### src/rtl/counter_cmd_driver_if.sv
// Request port plus counter command / read-back bundle for counter_cmd_driver.
// master = the driver, slave = requester and counter side.
interface counter_cmd_driver_if #(
    parameter int WIDTH = 5
) ();
    logic             req_valid;
    logic             req_ready;
    logic [WIDTH-1:0] req_target;
    logic             req_mode;
    logic [WIDTH-1:0] count_in;
    logic             flag_high;
    logic             flag_low;
    logic             load;
    logic             up;
    logic             down;
    logic [WIDTH-1:0] in;
    logic             done;
    logic             err;

    modport master (
        input  req_valid, req_target, req_mode, count_in, flag_high, flag_low,
        output req_ready, load, up, down, in, done, err
    );

    modport slave (
        output req_valid, req_target, req_mode, count_in, flag_high, flag_low,
        input  req_ready, load, up, down, in, done, err
    );
endinterface

### src/rtl/counter_cmd_driver.sv
// Drives LOAD/UP/DOWN/IN of an up/down counter until its read-back equals a requested target.
// Optional watchdog: define CNT_DRV_TIMEOUT_EN to force ERR after TIMEOUT_CYC busy cycles.
module counter_cmd_driver #(
    parameter int WIDTH       = 5,
    parameter int TIMEOUT_CYC = 100
) (
    input  logic                 clk,
    input  logic                 rst,
    counter_cmd_driver_if.master bus
);
    localparam logic [2:0] S_IDLE    = 3'd0;
    localparam logic [2:0] S_JUMP    = 3'd1;
    localparam logic [2:0] S_STEP_UP = 3'd2;
    localparam logic [2:0] S_STEP_DN = 3'd3;
    localparam logic [2:0] S_WAIT    = 3'd4;
    localparam logic [2:0] S_CMP     = 3'd5;
    localparam logic [2:0] S_DONE    = 3'd6;
    localparam logic [2:0] S_ERR     = 3'd7;

    if (TIMEOUT_CYC < 2) begin : g_bad_timeout
        $error("counter_cmd_driver: TIMEOUT_CYC must be at least 2");
    end

    logic [2:0]       state_q, state_d;
    logic [WIDTH-1:0] target_q;
    logic             mode_q;
    logic             accept;
    logic             timeout_hit;

    logic             ready_q, load_q, up_q, down_q, done_q, err_q;
    logic [WIDTH-1:0] in_q;

    assign accept = bus.req_valid && ready_q;

`ifdef CNT_DRV_TIMEOUT_EN
    localparam int TW = $clog2(TIMEOUT_CYC + 1);
    logic [TW-1:0] timer_q;

    always_ff @(posedge clk) begin
        if (!rst) begin
            timer_q <= '0;
        end else if (accept) begin
            timer_q <= '0;
        end else if (state_q != S_IDLE) begin
            timer_q <= timer_q + 1'b1;
        end
    end

    // Fires on the edge where the timer would step onto TIMEOUT_CYC; the pulse states are exempt.
    assign timeout_hit = (timer_q == TW'(TIMEOUT_CYC - 1)) &&
                         (state_q != S_IDLE) && (state_q != S_DONE) && (state_q != S_ERR);
`else
    assign timeout_hit = 1'b0;
`endif

    always_comb begin
        // NOTE: default first so every path assigns state_d and no latch is inferred.
        state_d = state_q;
        if (timeout_hit) begin
            state_d = S_ERR;
        end else begin
            case (state_q)
                S_IDLE:    if (accept) state_d = bus.req_mode ? S_JUMP : S_CMP;
                S_JUMP,
                S_STEP_UP,
                S_STEP_DN: state_d = S_WAIT;
                S_WAIT:    state_d = S_CMP;
                S_CMP: begin
                    if (bus.count_in == target_q)     state_d = S_DONE;
                    else if (mode_q)                  state_d = S_ERR;
                    else if (bus.count_in < target_q) state_d = bus.flag_high ? S_ERR : S_STEP_UP;
                    else                              state_d = bus.flag_low  ? S_ERR : S_STEP_DN;
                end
                S_DONE,
                S_ERR:     state_d = S_IDLE;
                default:   state_d = S_IDLE;
            endcase
        end
    end

    // Outputs are decoded from the next state and registered, so they change with the state.
    always_ff @(posedge clk) begin
        if (!rst) begin
            state_q  <= S_IDLE;
            target_q <= '0;
            mode_q   <= 1'b0;
            ready_q  <= 1'b0;
            load_q   <= 1'b0;
            up_q     <= 1'b0;
            down_q   <= 1'b0;
            in_q     <= '0;
            done_q   <= 1'b0;
            err_q    <= 1'b0;
        end else begin
            // NOTE: non-blocking so every register samples pre-edge values of the others.
            state_q <= state_d;
            if (accept) begin
                target_q <= bus.req_target;
                mode_q   <= bus.req_mode;
            end
            ready_q <= (state_d == S_IDLE);
            load_q  <= (state_d == S_JUMP);
            up_q    <= (state_d == S_STEP_UP);
            down_q  <= (state_d == S_STEP_DN);
            // JUMP is only entered on the accepting edge, so the live request target is the one to load.
            in_q    <= (state_d == S_JUMP) ? bus.req_target : '0;
            done_q  <= (state_d == S_DONE) || (state_d == S_ERR);
            err_q   <= (state_d == S_ERR);
        end
    end

    assign bus.req_ready = ready_q;
    assign bus.load      = load_q;
    assign bus.up        = up_q;
    assign bus.down      = down_q;
    assign bus.in        = in_q;
    assign bus.done      = done_q;
    assign bus.err       = err_q;
endmodule

### src/flat_wrapper.sv
// flat-port wrapper written by rule: the top's interface ports become plain ports
module counter_cmd_driver_flat 
#(
    parameter int WIDTH       = 5,
    parameter int TIMEOUT_CYC = 100
)
  (clk, rst, bus_req_valid, bus_req_target, bus_req_mode, bus_count_in, bus_flag_high, bus_flag_low, bus_req_ready, bus_load, bus_up, bus_down, bus_in, bus_done, bus_err);
  counter_cmd_driver_if #(.WIDTH(WIDTH)) bus_i ();
  input  logic clk;
  input  logic rst;
  input wire logic [$bits(bus_i.req_valid)-1:0] bus_req_valid;
  input wire logic [$bits(bus_i.req_target)-1:0] bus_req_target;
  input wire logic [$bits(bus_i.req_mode)-1:0] bus_req_mode;
  input wire logic [$bits(bus_i.count_in)-1:0] bus_count_in;
  input wire logic [$bits(bus_i.flag_high)-1:0] bus_flag_high;
  input wire logic [$bits(bus_i.flag_low)-1:0] bus_flag_low;
  output wire logic [$bits(bus_i.req_ready)-1:0] bus_req_ready;
  output wire logic [$bits(bus_i.load)-1:0] bus_load;
  output wire logic [$bits(bus_i.up)-1:0] bus_up;
  output wire logic [$bits(bus_i.down)-1:0] bus_down;
  output wire logic [$bits(bus_i.in)-1:0] bus_in;
  output wire logic [$bits(bus_i.done)-1:0] bus_done;
  output wire logic [$bits(bus_i.err)-1:0] bus_err;
  assign bus_i.req_valid = bus_req_valid;
  assign bus_i.req_target = bus_req_target;
  assign bus_i.req_mode = bus_req_mode;
  assign bus_i.count_in = bus_count_in;
  assign bus_i.flag_high = bus_flag_high;
  assign bus_i.flag_low = bus_flag_low;
  assign bus_req_ready = bus_i.req_ready;
  assign bus_load = bus_i.load;
  assign bus_up = bus_i.up;
  assign bus_down = bus_i.down;
  assign bus_in = bus_i.in;
  assign bus_done = bus_i.done;
  assign bus_err = bus_i.err;
  counter_cmd_driver #(.WIDTH(WIDTH), .TIMEOUT_CYC(TIMEOUT_CYC)) u_core (.clk(clk), .rst(rst), .bus(bus_i));
endmodule
### config.mk
export PLATFORM = sky130hd
export DESIGN_NAME = counter_cmd_driver_flat
export DESIGN_NICKNAME = d
export VERILOG_FILES = /design/src/rtl/counter_cmd_driver_if.sv /design/src/rtl/counter_cmd_driver.sv /design/src/flat_wrapper.sv
export SDC_FILE = /design/constraint.sdc
export NUM_CORES = 1
export LEC_CHECK = 0
export ABC_AREA = 1
export ABC_CLOCK_PERIOD_IN_PS = 1700
export BUFFER_PORTS_ARGS = -buffer_cell sky130_fd_sc_hd__buf_2
export CAP_MARGIN = 20
export CORE_UTILIZATION = 35
export DETAILED_ROUTE_END_ITERATION = 8
export PLACE_DENSITY_LB_ADDON = 0.15
export SYNTH_ARGS = -nofsm -noshare
export SYNTH_HDL_FRONTEND = slang
export SYNTH_SLANG_ARGS = --single-unit
### constraint.sdc
create_clock -name clk -period 1.7 [get_ports clk]
set_input_delay 0.34 -clock clk [delete_from_list [all_inputs] [get_ports clk]]
set_output_delay 0.34 -clock clk [all_outputs]
set_load 0.03 [all_outputs]
Word level (Yosys, flattened, before mapping)
Cells that the tools add are included.
Operators by class
  $lt $le $gt $ge: 1
  equal/unequal tests: 13
  muxes and demuxes: 8
  reduce and logical (&&, ||, !) cells: 7
Operators by type and width (count)
  $mux 3: 7
  $eq 3x3->1 const B: 6
  $pmux 3 s5: 1
  $eq 3x2->1 const B: 4
  $eq 3x1->1 const B: 2
  $logic_not 3->1: 2
  $eq 5x5->1: 1
  $lt 5x5->1: 1
  $reduce_or 3->1: 1
  $reduce_and 2->1: 1
  $reduce_or 2->1: 1
  $logic_and 1x1->1: 1
  $logic_or 1x1->1: 1
Storage, ports and cells
  flip-flop bits (word level): 20
  input bits: 16
  output and inout bits: 11
  logic and storage cells: 39

Depth between registers and ports, before layout
Gate-level depths: netlist of the first run.
  word-level depth: 7
  mapped depth: 12
  mapped depth without buffers: 12

Worst setup path before layout of the first run
Ideal clock, no wire load.
  path type: in2reg
  from: in bus_count_in[4]
  to: reg u_core.in_q[0] (netlist: u_core.bus.in[0])
  library setup time: 0.114 ns
  data arrival time: 1.318 ns
  required time: 1.586 ns
  path slack: 0.268 ns
  stages: 8
  path buffers: 0
  cell sequence: ha_1 -> nand2_1 -> nor3b_1 -> nor2_1 -> nand3_1 -> nand2_1 -> nand3_2 -> nor2_1
Between the ends
  word-level cells in the longest chain between the ends: 7
  elaborated cells on any way between the ends: 8
  classes of those cells: order compare: 1; eq/ne: 2; mux: 4; reduce/logical: 1
Ends and longest elaborated chain
  start, declared: line flat_wrapper.sv:14  | input wire logic [$bits(bus_i.count_in)-1:0] bus_count_in;
  $lt 5x5->1: line counter_cmd_driver.sv:71  | else if (bus.count_in < target_q) state_d = bus.flag_high ? S_ERR : S_STEP_UP;
  $mux 3: line counter_cmd_driver.sv:71
  $mux 3: line counter_cmd_driver.sv:70  | else if (mode_q) state_d = S_ERR;
  $mux 3 *: line counter_cmd_driver.sv:69  | if (bus.count_in == target_q) state_d = S_DONE;
  $pmux 3 s5 *: line counter_cmd_driver.sv:62  | case (state_q)
  $eq 3x1->1 *: line counter_cmd_driver.sv:106  | in_q <= (state_d == S_JUMP) ? bus.req_target : '0;
  $reduce_and 2->1 (no source line) *
  end signal, assigned: line counter_cmd_driver.sv:106
  end, declared: line counter_cmd_driver.sv:31  | logic [WIDTH-1:0] in_q;
Every way passes the cells marked *; elsewhere a longest branch is shown, timed or not.
A chain may end at the register's enable or synchronous reset.

Final worst setup path of the first run
  from: reg u_core.target_q[4]
  to: reg u_core.in_q[3] (netlist: u_core.bus.in[3])
Between the ends
  word-level cells in the longest chain between the ends: 7
  elaborated cells on any way between the ends: 8
  classes of those cells: order compare: 1; eq/ne: 2; mux: 4; reduce/logical: 1
Ends and longest elaborated chain
  start, declared: line counter_cmd_driver.sv:25  | logic [WIDTH-1:0] target_q;
  start signal, assigned: line counter_cmd_driver.sv:98  | target_q <= bus.req_target;
  $lt 5x5->1: line counter_cmd_driver.sv:71
  $mux 3: line counter_cmd_driver.sv:71
  $mux 3: line counter_cmd_driver.sv:70
  $mux 3 *: line counter_cmd_driver.sv:69
  $pmux 3 s5 *: line counter_cmd_driver.sv:62
  $eq 3x1->1 *: line counter_cmd_driver.sv:106
  $reduce_and 2->1 (no source line) *
Marked as above.

==> results.cfg, run 1 <==
[synth]
synth_top_area_share_pct = 48.0
synth.distinct_cells = 15
synth_warnings = 0
synth_top_family_by_area = simple AND/OR/NAND/NOR gates
synth-simple-area-share_pct = 22.1
syn_area_sq_um = 833
ys_ff_latch = 20
synth_nets = 132
synth_area_leaders = dfxtp_1 48%, inv_1 12%, nor2_1 8.6%, ha_1 7.5%, nand2_1 6.3%
synthXorXnorAreaFrac_pct = 0
synth.avg_cell_area_sq_um = 7.51
synth_mux_area_share_pct = 0
ys_seq_area_share_pct = 48.0
synth_top_area_cell = dfxtp_1
syn_inst = 111
synth-adder-area-share_pct = 7.51
synth_compound_area_share_pct = 9.76

[power]
leakage_nw = 0.583
p_seq_share_pct = 38.5
power_mw = 1.55
p_clk_share_pct = 25.2
p_sw_mw = 0.562
switching_share_pct = 36.2
combPwrFrac_pct = 36.2
p_per_area_nw_per_um2 = 1400
p_int_mw = 0.992
peakVddDrop_v = 0.000753

[critical_path]
cp-startpoint = u_core.target_q[4]
cp_cell_sequence = inv_1, ha_4, nand2_2, nor3b_1, nor2_1, nand3_1, nand2_2, nand3_4, nor2_1
critPathSlowestCell = dfxtp_1
critPathLaunchType = flip-flop
cp_data_arrival_time_ps = 1770
crit_path_end_kind = flip-flop
critPathMaxStageDelay_ps = 330
critical_path_class = flip-flop to flip-flop
rr_startpoint = u_core.target_q[4]
path_max_fanout = 6
cp.required_ps = 1910

[cts]
clkTransAtPathRegs_ps = 120
clk_path_buf_depth = 2
htree_levels = 1
cts_setup_buffers = 0
cts_resized = 0
clock_latency_ps = 300
cts_tree = built
postCtsHoldBufs = 0
clock-root-buffer = clkbuf_4
clock_sinks = 20
cts_buffers = 3

[global_route]
track_usage_pct = 14.7
grt_start_max_net_pins = 13
antenna_found_initial = 0
grt_pass1_vias = 707
grt_overflow = 0
grt_first_pass_wirelength_mm = 2.80

[die]
die-area_sq_um = 2580
row_count = 17
die_h_microns = 50.8
ios = 27
die_width_microns = 50.8
core_region_area_sq_um = 2230
start_util_pct = 37.3

[sta]
layout_min_cycle_time_ps = 1570
slew_headroom_pct = 82.6
rsz0062_at_grt = no
hold_violations = 0
skew_ps = 4.53
fmax_ghz = 0.638
finalSetupViolations = 0
tightest_slew_ps = 261
final_max_slew_viol_count = 0
timing.final.crit_share_pct = 92.3

[hold_path]
hold_start = bus_req_target[4]
worstHoldPathType = input port to flip-flop

[layout]
fin_cells = 168
diodes = 0
drive_above_1_share_pct = 32.1
syn_to_final_growth_pct = 33.2
nets = 162

[placement]
dp_hpwl_mm = 1.29
gp_congestion = 0.829
portBuffers = 26
dpl.cell_count = 164

[routing]
routed_via_density = 4.46
vias = 750
detail-route-antenna-nets = 0
drcViolationCount = 0
drt_wl_total_mm = 1.64
wire_per_inst_microns = 9.78
dr.pass1.iters = 4
drt_iter0_markers = 12

[status]
status = completed

[run]
maxCapViolations = 0
-- cells in the mapped netlist, drive strengths merged --
master  count
nand3       7
ha          5
nor3b       1
a211oi      1
clkbuf      2
nor2       20
a21oi       9
dfxtp      20
inv        26
nand2      14
o21ai       5
nand4       1
-- metrics by stage --
| step | cell area, sq um | utilization, % | hold slack [ps] | worst slack, ps | TNS, ps |
|---|---|---|---|---|---|
| global route | 1110 | 49.7 | 250 | 9.45 | 0 |
| finish | 1110 | 49.7 | 253 | 132 | 0 |
| global placement | 998 | 44.7 | 448 | 20.2 | 0 |
| detailed placement | 998 | 44.7 | 445 | -33.3 | -133 |
| CTS | 1050 | 47.1 | 246 | 41.7 | 0 |
| floorplan | 833 | - | 427 | 268 | 0 |
-- cells in the final DEF, fill, tap and decap left out --
cell type  Yosys  final
o21ai_0        5      5
nand3_1        6      5
a21oi_2        1      2
nand2_2        0      4
nor2_2         1      4
clkbuf_4       0      3
nand4_1        1      1
nor2_1        19     16
nor3b_1        1      1
dfxtp_1       20     20
bufinv_16      0      1
ha_1           5      3
inv_1         26     26
a211oi_1       1      1
nand2_1       14     10
nand3_2        1      1
a21oi_1        8      7
ha_4           0      2
nand3_4        0      1
buf_4          0      1
buf_2          0     26
-- cells by family (layout without fill, tap and decap cells) --
logic type / after synthesis / count (layout)
buffers and inverters: 28 / 57
AND/OR/NAND/NOR: 43 / 43
flip-flops: 20 / 20
AO/OA/AOI/OAI: 15 / 15
adder cells (fa/ha/maj): 5 / 5
-- final cells by class --
| type | count | area (sq um) |
|---|---|---|
| sequential | 20 | 400 |
| fill | 239 | 1120 |
| inverter | 26 | 97.6 |
| clock buffer | 3 | 22.5 |
| timing repair buffer | 27 | 138 |
| clock inverter | 1 | 30.0 |
| multi-input combinational | 63 | 387 |
| tap | 28 | 35.0 |
-- power by group through the flow --
| stage | clock network (mW) | logic, mW | registers, mW |
|---|---|---|---|
| final | 0.392 | 0.563 | 0.598 |
| after global placement | 0 | 0.492 | 0.607 |
| after CTS | 0.401 | 0.502 | 0.599 |
| after detailed placement | 0 | 0.501 | 0.611 |
| after global routing | 0.417 | 0.642 | 0.607 |
| after floorplan | 0 | 0.290 | 0.690 |
-- path summary, 6_finish.rpt --
path | end | slack [ps] | cells after the start
setup / recovery | u_core.bus.in[3] | 130 | 9
hold / removal | u_core.bus.in[4] | 250 | 3
setup reg to reg | u_core.bus.in[3] | 130 | 9
hold reg to reg | u_core.target_q[0] | 460 | 2
-- critical path: cells and delay by family (launching register included) --
| family | cells | cell delay [ps] |
|---|---|---|
| fa+ha+maj | 1 | 280 |
| simple gates | 7 | 810 |
| flops | 1 | 330 |
| buf+inv | 1 | 70 |
-- per-layer routing --
metal | global-route usage [%] | up-vias | wire, microns
li1 | - | 396 | -
met1 | 16.9 | 336 | 770
met2 | 25.8 | 16 | 784
met3 | 2.73 | 2 | 67
met4 | 6.94 | 0 | 21
met5 | 0 | - | 0
-- flip-flops by register name (all words and copies together) (netlist names) --
| name | flops |
|---|---|
| u_core.bus.req_ready | 1 |
| u_core.target_q | 5 |
| u_core.bus.in | 5 |
| u_core.bus.load | 1 |
| u_core.bus.err | 1 |
| u_core.mode_q | 1 |
| u_core.bus.down | 1 |
| u_core.bus.up | 1 |
| u_core.bus.done | 1 |
| u_core.state_q | 3 |
Power figures use the tool's default switching activity.
==> inputs of run 2 (changes only) <==
ABC_AREA = default   (was 1)
==> results.cfg, run 2 <==
[status]
status = finished, violations left
violations = negative setup slack

[layout]
most-common-layout-cells = 26 x buf_2, 17 x nand2_1, 16 x dfxtp_1
fin_cells = 154
diodes = 0
design_area_sq_um = 1170
finish.utilization_pct = 51.8
nets = 148
syn_to_final_growth_pct = 37.8
fill_cells = 231
drive_above_1_share_pct = 42.9
final_common_cell = buf_2

[power]
p_per_area_nw_per_um2 = 1310
peakVddDrop_v = 0.000873
leakage_nw = 0.493

[synth]
syn_inst = 94
synth.distinct_cells = 26
synth_nets = 115
synthFlopType = dfxtp_1
ys_ff_latch = 20
synth_top_area_cell = dfxtp_1
synthTopCellsByCount = 20 x dfxtp_1, 18 x nand2_1, 7 x nor2_1
synth_warnings = 0
async_reset_ff_share_pct = 0
synth.avg_cell_area_sq_um = 9.02
yosysMostFrequentCell = dfxtp_1
synth_edf_count = 0
syn_area_sq_um = 848
synth_top_area_share_pct = 47.2
synth_area_leaders = dfxtp_1 47%, nand2_1 8.0%, ha_1 7.4%, a21boi_0 5.3%, nand3_1 3.5%
ys_seq_area_share_pct = 47.2

[routing]
dr.pass1.iters = 4
routed_via_density = 4.85
detail-route-antenna-nets = 0
wire_per_inst_microns = 11.4
drcViolationCount = 0
vias = 747
drt_iter0_markers = 10
drt_wl_total_mm = 1.75

[cts]
cts_buffers = 3
clkTransAtPathRegs_ps = 110
clk_path_buf_depth = 2
cts_tree = built
clock_sinks = 20
postCtsHoldBufs = 0
clock-root-buffer = clkbuf_4
htree_levels = 1
clock_latency_ps = 300

[critical_path]
cp_data_arrival_time_ps = 2060
crit_path_end_kind = flip-flop
crit_buf_inv = 1
path_max_fanout = 6
reg2reg_depth = 7
critPathMaxStageDelay_ps = 390
cp.required_ps = 1910
critical_path_class = flip-flop to flip-flop
reg2reg_slack_ps = -140
r2r-end = u_core.bus.done
critPathSlowestCell = a221o_1
cp_cell_sequence = inv_2, ha_4, a211o_1, a221o_1, o211ai_4, nor2_4, and2_1
rr_startpoint = u_core.target_q[2]
critical-path-top-delay-family = compound AO/OA/AOI/OAI gates
critPathLaunchType = flip-flop

[sta]
fmax_ghz = 0.543
layout_min_cycle_time_ps = 1840
finalSetupViolations = 13
hold_violations = 0
final_max_slew_viol_count = 0
rsz0062_at_grt = yes
skew_ps = 11.1
fin_ws_ps = -141
timing.final.crit_share_pct = 108
whs_ps = 259
slew_headroom_pct = 69.0
tightest_slew_ps = 465

[global_route]
grt_pass1_vias = 683
grt_start_max_net_pins = 13
grt_use_met3_pct = 6.55
gr-usage-met2_pct = 25.4
track_usage_pct = 14.8
antenna_found_initial = 0
grt_use_met1_pct = 15.8
grt_overflow = 0
grt_busiest_layer = met2
grt_first_pass_wirelength_mm = 2.76

[die]
core_region_area_sq_um = 2250
ios = 27
die_h_microns = 51.2
die-area_sq_um = 2620
row_count = 17
start_util_pct = 37.6
die_width_microns = 51.2

[placement]
gp_congestion = 0.769
dp_hpwl_mm = 1.33
dp_slack_ps = -262
portBuffers = 26
dpl.cell_count = 148
place_area_sq_um = 1080

[hold_path]
holdPathStages = 3
hold_end = u_core.bus.in[2]
worstHoldPathType = input port to flip-flop
hold_start = bus_req_target[2]

[run]
maxCapViolations = 0
run 2: timing repair:
action / 4_1_cts / 5_1_grt
endpoints found under the hold margin: 0 / 0
gates cloned: 1 / 0
gates resized for setup: 6 / 1
endpoints found under the setup margin: 13 / 13
pin swaps: 7 / 8
setup buffers: 1 / 0
run 2: cell families (layout without fill, tap and decap cells):
group / after synthesis / in the layout / share of synthesized area (%)
AO/OA/AOI/OAI: 15 / 15 / 14.0
adder cells (fa/ha/maj): 5 / 5 / 7.37
buffers and inverters: 10 / 41 / 5.60
flip-flops: 20 / 20 / 47.2
AND/OR/NAND/NOR: 44 / 45 / 25.8
run 2: tightest hold or removal path, stage by stage:
cell and delay, ps:
buf_2 100, nand2_1 50, nor2_1 30
run 2: power breakdown:
group          leakage, nW  switching (mW)  total (mW)  internal (mW)
Sequential           0.164          0.0352       0.577          0.542
Combinational        0.301           0.347       0.574          0.227
Clock               0.0279           0.143       0.381          0.239
run 2: how the worst max path moves through the flow:
stage	start	endpoint	slack [ps]	cells past startpoint
after floorplan	bus_count_in[3]	u_core.bus.done	-100	7
after global placement	bus_count_in[3]	u_core.bus.done	-250	7
after detailed placement	bus_count_in[2]	u_core.bus.done	-260	7
after CTS	u_core.target_q[2]	u_core.bus.done	-140	7
after global routing	u_core.target_q[2]	u_core.bus.done	-190	7
final	u_core.target_q[2]	u_core.bus.done	-140	7
run 2: through the flow:
step / total power [mW] / TNS (ps)
after global routing: 1.63 / -1960
after detailed placement: 1.09 / -3070
after global placement: 1.08 / -2970
after floorplan: 0.960 / -138
after CTS: 1.54 / -1270
final: 1.53 / -1350
run 2: area by class of cell:
| type | instances | area [sq um] | share of cell area, % |
|---|---|---|---|
| Clock buffer | 3 | 22.5 | 1.93 |
| Clock inverter | 1 | 30.0 | 2.57 |
| Inverter | 6 | 22.5 | 1.93 |
| Multi-Input combinational cell | 65 | 485 | 41.5 |
| Sequential cell | 20 | 405 | 34.7 |
| Tap cell | 28 | 35.0 | 3.00 |
| Timing Repair Buffer | 31 | 168 | 14.3 |
run 2: per-layer routing:
layer,vias up,wire [microns]
met5,-,0
met4,0,9
met3,3,118
met2,19,839
met1,342,781
li1,383,-
